[src/rtl/mic_m_arb2.sv]
// Two-master MIC arbiter: grants one master for a full request/response
// transaction and passes its channels through combinationally.
module mic_m_arb2 #(
  parameter bit RR = 1'b1
) (
  input  logic        clk,
  input  logic        reset,
  input  logic        M0_O_TVALID,
  input  logic [63:0] M0_O_TDATA,
  input  logic        M0_O_TLAST,
  output logic        M0_O_TREADY,
  output logic        M0_I_TVALID,
  output logic [63:0] M0_I_TDATA,
  output logic        M0_I_TLAST,
  input  logic        M0_I_TREADY,
  input  logic        M1_O_TVALID,
  input  logic [63:0] M1_O_TDATA,
  input  logic        M1_O_TLAST,
  output logic        M1_O_TREADY,
  output logic        M1_I_TVALID,
  output logic [63:0] M1_I_TDATA,
  output logic        M1_I_TLAST,
  input  logic        M1_I_TREADY,
  output logic        S_O_TVALID,
  output logic [63:0] S_O_TDATA,
  output logic        S_O_TLAST,
  input  logic        S_O_TREADY,
  input  logic        S_I_TVALID,
  input  logic [63:0] S_I_TDATA,
  input  logic        S_I_TLAST,
  output logic        S_I_TREADY,
  output logic        grant,
  output logic        busy
);
  typedef enum logic [1:0] {IDLE = 2'd0, REQ = 2'd1, RESP = 2'd2} state_t;

  state_t      r_state;
  logic        r_grant;
  logic        r_last;
  logic        r_busy;

  logic        w_in_req;
  logic        w_in_resp;
  logic        w_pick;
  logic [1:0]  w_o_tvalid;
  logic [1:0]  w_o_tlast;
  logic [1:0]  w_i_tready;
  logic [1:0]  w_sel;
  logic [1:0]  w_o_tready;
  logic [1:0]  w_i_tvalid;
  logic [1:0]  w_i_tlast;
  logic [63:0] w_o_tdata [2];
  logic [63:0] w_i_tdata [2];

  assign w_in_req   = (r_state == REQ);
  assign w_in_resp  = (r_state == RESP);
  assign w_o_tvalid = {M1_O_TVALID, M0_O_TVALID};
  assign w_o_tlast  = {M1_O_TLAST, M0_O_TLAST};
  assign w_i_tready = {M1_I_TREADY, M0_I_TREADY};
  assign w_o_tdata[0] = M0_O_TDATA;
  assign w_o_tdata[1] = M1_O_TDATA;

  // On a tie, round-robin favours the master not granted last time.
  assign w_pick = (w_o_tvalid == 2'b11) ? (RR ? ~r_last : 1'b0) : w_o_tvalid[1];

  genvar gi;
  generate
    for (gi = 0; gi < 2; gi++) begin : g_master
      assign w_sel[gi]      = (r_grant == (gi == 1));
      assign w_o_tready[gi] = w_in_req & w_sel[gi] & S_O_TREADY;
      assign w_i_tvalid[gi] = w_in_resp & w_sel[gi] & S_I_TVALID;
      assign w_i_tlast[gi]  = w_in_resp & w_sel[gi] & S_I_TLAST;
      assign w_i_tdata[gi]  = (w_in_resp & w_sel[gi]) ? S_I_TDATA : 64'd0;
    end
  endgenerate

  assign M0_O_TREADY = w_o_tready[0];
  assign M1_O_TREADY = w_o_tready[1];
  assign M0_I_TVALID = w_i_tvalid[0];
  assign M1_I_TVALID = w_i_tvalid[1];
  assign M0_I_TLAST  = w_i_tlast[0];
  assign M1_I_TLAST  = w_i_tlast[1];
  assign M0_I_TDATA  = w_i_tdata[0];
  assign M1_I_TDATA  = w_i_tdata[1];

  assign S_O_TVALID = w_in_req & w_o_tvalid[r_grant];
  assign S_O_TLAST  = w_in_req & w_o_tlast[r_grant];
  assign S_O_TDATA  = w_in_req ? w_o_tdata[r_grant] : 64'd0;
  assign S_I_TREADY = w_in_resp & w_i_tready[r_grant];

  assign grant = r_grant;
  assign busy  = r_busy;

  always_ff @(posedge clk or negedge reset) begin
    if (!reset) begin
      r_state <= IDLE;
      r_grant <= 1'b0;
      r_last  <= 1'b1;
      r_busy  <= 1'b0;
    end else begin
      case (r_state)
        IDLE: begin
          if (|w_o_tvalid) begin
            r_grant <= w_pick;
            r_last  <= w_pick;
            r_busy  <= 1'b1;
            r_state <= REQ;
          end
        end
        REQ: begin
          if (S_O_TVALID && S_O_TREADY && S_O_TLAST) begin
            r_state <= RESP;
          end
        end
        RESP: begin
          if (S_I_TVALID && S_I_TREADY && S_I_TLAST) begin
            r_busy  <= 1'b0;
            r_state <= IDLE;
          end
        end
        default: begin
          r_busy  <= 1'b0;
          r_state <= IDLE;
        end
      endcase
    end
  end
endmodule

[config.mk]
export PLATFORM = sky130hd
export DESIGN_NAME = mic_m_arb2
export DESIGN_NICKNAME = d
export VERILOG_FILES = /design/src/rtl/mic_m_arb2.sv
export SDC_FILE = /design/constraint.sdc
export NUM_CORES = 1
export LEC_CHECK = 0
export ABC_AREA = 1
export CAP_MARGIN = 20
export CORE_AREA = 2 2 157 159
export DETAILED_ROUTE_END_ITERATION = 8
export DIE_AREA = 0 0 159 161
export HOLD_SLACK_MARGIN = 0.02
export PLACE_DENSITY_LB_ADDON = 0.15
export SETUP_SLACK_MARGIN = 0.4
export SLEW_MARGIN = 0
export SYNTH_ARGS = -nofsm -noshare
export SYNTH_HDL_FRONTEND = slang
export SYNTH_SLANG_ARGS = --single-unit
[constraint.sdc]
create_clock -name clk -period 2.1 [get_ports clk]
set_input_delay 0.42 -clock clk [delete_from_list [all_inputs] [get_ports clk]]
set_output_delay 0.42 -clock clk [all_outputs]
set_load 0.02 [all_outputs]
==> summary.txt <==
Power and ir drop
  – PnR Total Power: around 8.6 mW
  – P_leak: around 4 nW
  – Switching share of total power: 48.6%
  – Psw: 4.18 mW
  – Comb pwr share: 94.1%
  – PwrDens: 1050 mW/mm²
  – Power Internal: 4.42 mW
  – Clock power share: 3.6%
  – Sequential power share: about 2.3%
  – Max VDD drop: 0.000563 V

Die
  – Die Ht: ~160 µm
  – Die area: 0.0256 mm²
  – Initial Utilization: 9.31%
  – Die Wd: 159 µm
  – Site row count: 57
  – Core ar.: between 0.02 and 0.025 mm²
  – Ports: 406

Global route
  – Initial antenna violation count: 0
  – Gr usage total: 13.7%
  – Largest net degree at the start of global routing: 45
  – Global-route wire length before repair: 27.6 mm
  – GRT overflow: 0
  – Vias in the first global route: 4669

Final layout
  – Final net count: 1126
  – Final Cell Area: between 0.008 and 0.009 mm²
  – Proportion of layout cells with a drive suffix above 1: 45.4%
  – Diodes inserted: 0
  – Util after Layout: 34.0%
  – Fillers: 2611
  – Area Growth Syn to Fin: 265%

Synthesis
  – Synth Register Bits: 5
  – Largest area contributor in the netlist: nand3_1
  – Synth top area cells: nand3_1, nor2_1, nand2_1
  – Mapped cell area: 0.00223 mm²
  – Top FF cell, synth: dfrtp_1
  – Most numerous cell in the Yosys netlist: nand3_1
  – Most frequent cells after synthesis: nand3_1, nor2_1, nand2_1
  – Yosys top cell area share: 28.9%
  – Syn nets: 685
  – Async SR Flop Fraction: 100%
  – Syn Inst Count: 482
  – Post-synth EDFFs: 0
  – Seq/Total Area, Yosys: ~5.7%
  – Synth Area per Inst: 4.63 µm²
  – Netlist cell types: 20
  – Ys Warns: 0

CTS
  – CTS Buf Count: 3
  – Worst-path clk slew: approximately 30 ps
  – Clock buffer depth: 2
  – Hold_buf cts: 0
  – Depth of the CTS H-tree: 1
  – Clock Latency Late Sink: 230 ps
  – CTS tree: done
  – Num Clock Sinks: 5
  – Root Driver: clkbuf_16

Critical path
  – R2R depth: 8
  – Critical Path Source Type: flop
  – Required time of the critical path: about 1700 ps
  – CP max stage cell: dfrtp_1
  – CP Class: reg2out
  – CP endpoint kind: primary output
  – Cell breakdown of the critical path: inv_2 > nor2_4 > clkbuf_16 > buf_12 > buf_16 > nand3_2 > nand2_2 > buf_6
  – Max stage delay on crit path: 400 ps
  – Buf/Inv on CP: 5
  – CP Max Fanout: 6
  – Family with the most delay on the worst path: buffers and inverters
  – Stages on the worst setup path: 8
  – Crit path DAT: around 1600 ps

Detailed routing
  – Met3 WL post-DR: 1.60 mm
  – Routed WL: 19.7 mm
  – Vias/cell: around 3.8
  – Top Layer Used: met4
  – Vias: 4739
  – Initial drt markers: between 100 and 150
  – WL/cell: 15.8 µm
  – DRT Pass-1 Iters: 4
  – Metal1 wirelength: 7.79 mm
  – Post-route DRC violation count: 0
  – DR WL met2: between 10 and 15 mm
  – Remaining antenna violation count after routing: 0

Place
  – IO Port Bufs: 405
  – Gpl congestion: 0.771
  – Placed Area: 0.00707 mm²
  – Detailed Place HPWL: 15.3 mm

Hold path
  – Hold WC Path Type: in2async

Timing
  – Worst slew pin tran: 350 ps
  – Crit share post-route: 97.0%
  – Fin. Hold Viols: 0
  – Final worst path period need: 2040 ps
  – Fin Setup TNS: 0 ps
  – Max Clk Rate: ~500 MHz
  – RSZ-0062 raised after global routing: true
  – Setup Viol. Count Final: 0
  – Worst hold slack: 424 ps
  – Max-slew violations: 0
  – Worst slew margin: 76.4%
  – Worst clock skew: 2.14 ps

Run status
  – Status: completed

Job
  – Max-cap viol count: 0
[cell usage in the layout (no fill, tap or decap), types with 2 or more instances in the layout]
cell and n:
nand2_2 58, buf_16 7, dlygate4sd2_1 5, clkdlybuf4s15_1 28, nor2_2 44, o21ai_0 4
buf_8 7, buf_6 77, buf_4 64, nand3_1 90, nand3_4 3, inv_1 72
clkdlybuf4s50_1 203, dfrtp_2 2, nand3_2 36, nor2_1 72, dfrtp_1 2, clkdlybuf4s15_2 27
buf_2 27, nand2_8 3, clkbuf_16 11, inv_2 2, nand2_1 22, clkbuf_2 9
nor2_4 21, buf_12 15
[cell families (layout without fill, tap and decap cells)]
family	count (synthesis)	in the layout	share of synthesized area, %
buffers and inverters	118	557	24.0
and+or+nand+nor	352	353	68.6
AOI/OAI and AO/OA	7	7	1.79
DFF	5	5	5.66
[layer usage]
| layer | vias to the layer above | GRT usage (%) |
|---|---|---|
| met2 | 251 | 26.3 |
| met4 | 0 | 1.65 |
| met1 | 2117 | 15.3 |
| met5 | - | 0 |
| li1 | 2361 | - |
| met3 | 10 | 3.85 |
[layout make-up]
class / count / area (µm²) / share of cell area (%)
well taps: 324 / 405 / 4.97
clock buffers: 4 / 78.8 / 0.967
inverters: 75 / 287 / 3.51
flip-flops and latches: 5 / 129 / 1.58
repair buffers: 478 / 5020 / 61.5
multi-input cells: 360 / 2240 / 27.4
[power by group through the flow]
stage	Combinational (mW)	Sequential, mW	Clock (mW)
after floorplan	3.04	0.203	0
after global routing	8.60	0.208	0.330
after detailed placement	6.01	0.193	0
after global placement	6.06	0.192	0
after CTS	6.62	0.199	0.319
final	8.08	0.199	0.312
[worst reg2reg max path: cells and delay by family, from the launching register on]
kind                   cells  cell delay [ps]
buffers and inverters      3              480
DFF                        1              420
and+or+nand+nor            5              480
[flip-flops by register name, summed over array words and instances, names as in the netlist]
| signal | cells |
|---|---|
| r_state | 2 |
| busy | 1 |
| grant | 1 |
| r_last | 1 |
[through the flow]
step,cells,worst slack (ps)
CTS,1226,67.5
global route,1246,-25.3
floorplan,482,368
global placement,1212,-234
finish,1246,62.0
detailed placement,1212,-214
[timing repair]
action / 4_1_cts / 5_1_grt
endpoints found under the setup margin: 202 / 202
gates cloned: 7 / 9
setup buffers: 3 / 11
gates resized for setup: 561 / 419
pin swaps: 6 / 41
[final timing paths]
| check | startpoint | to | slack, ps |
|---|---|---|---|
| setup / recovery | r_state[0] | S_O_TDATA[62] | 60 |
| hold / removal | reset | busy | 420 |
| setup reg to reg | grant | r_state[0] | 600 |
| hold reg to reg | busy | busy | 470 |
| max in group asynchronous | reset | r_last | 1410 |
| min in group clk | busy | busy | 470 |
Note: power is estimated with default switching activity, not from simulation.
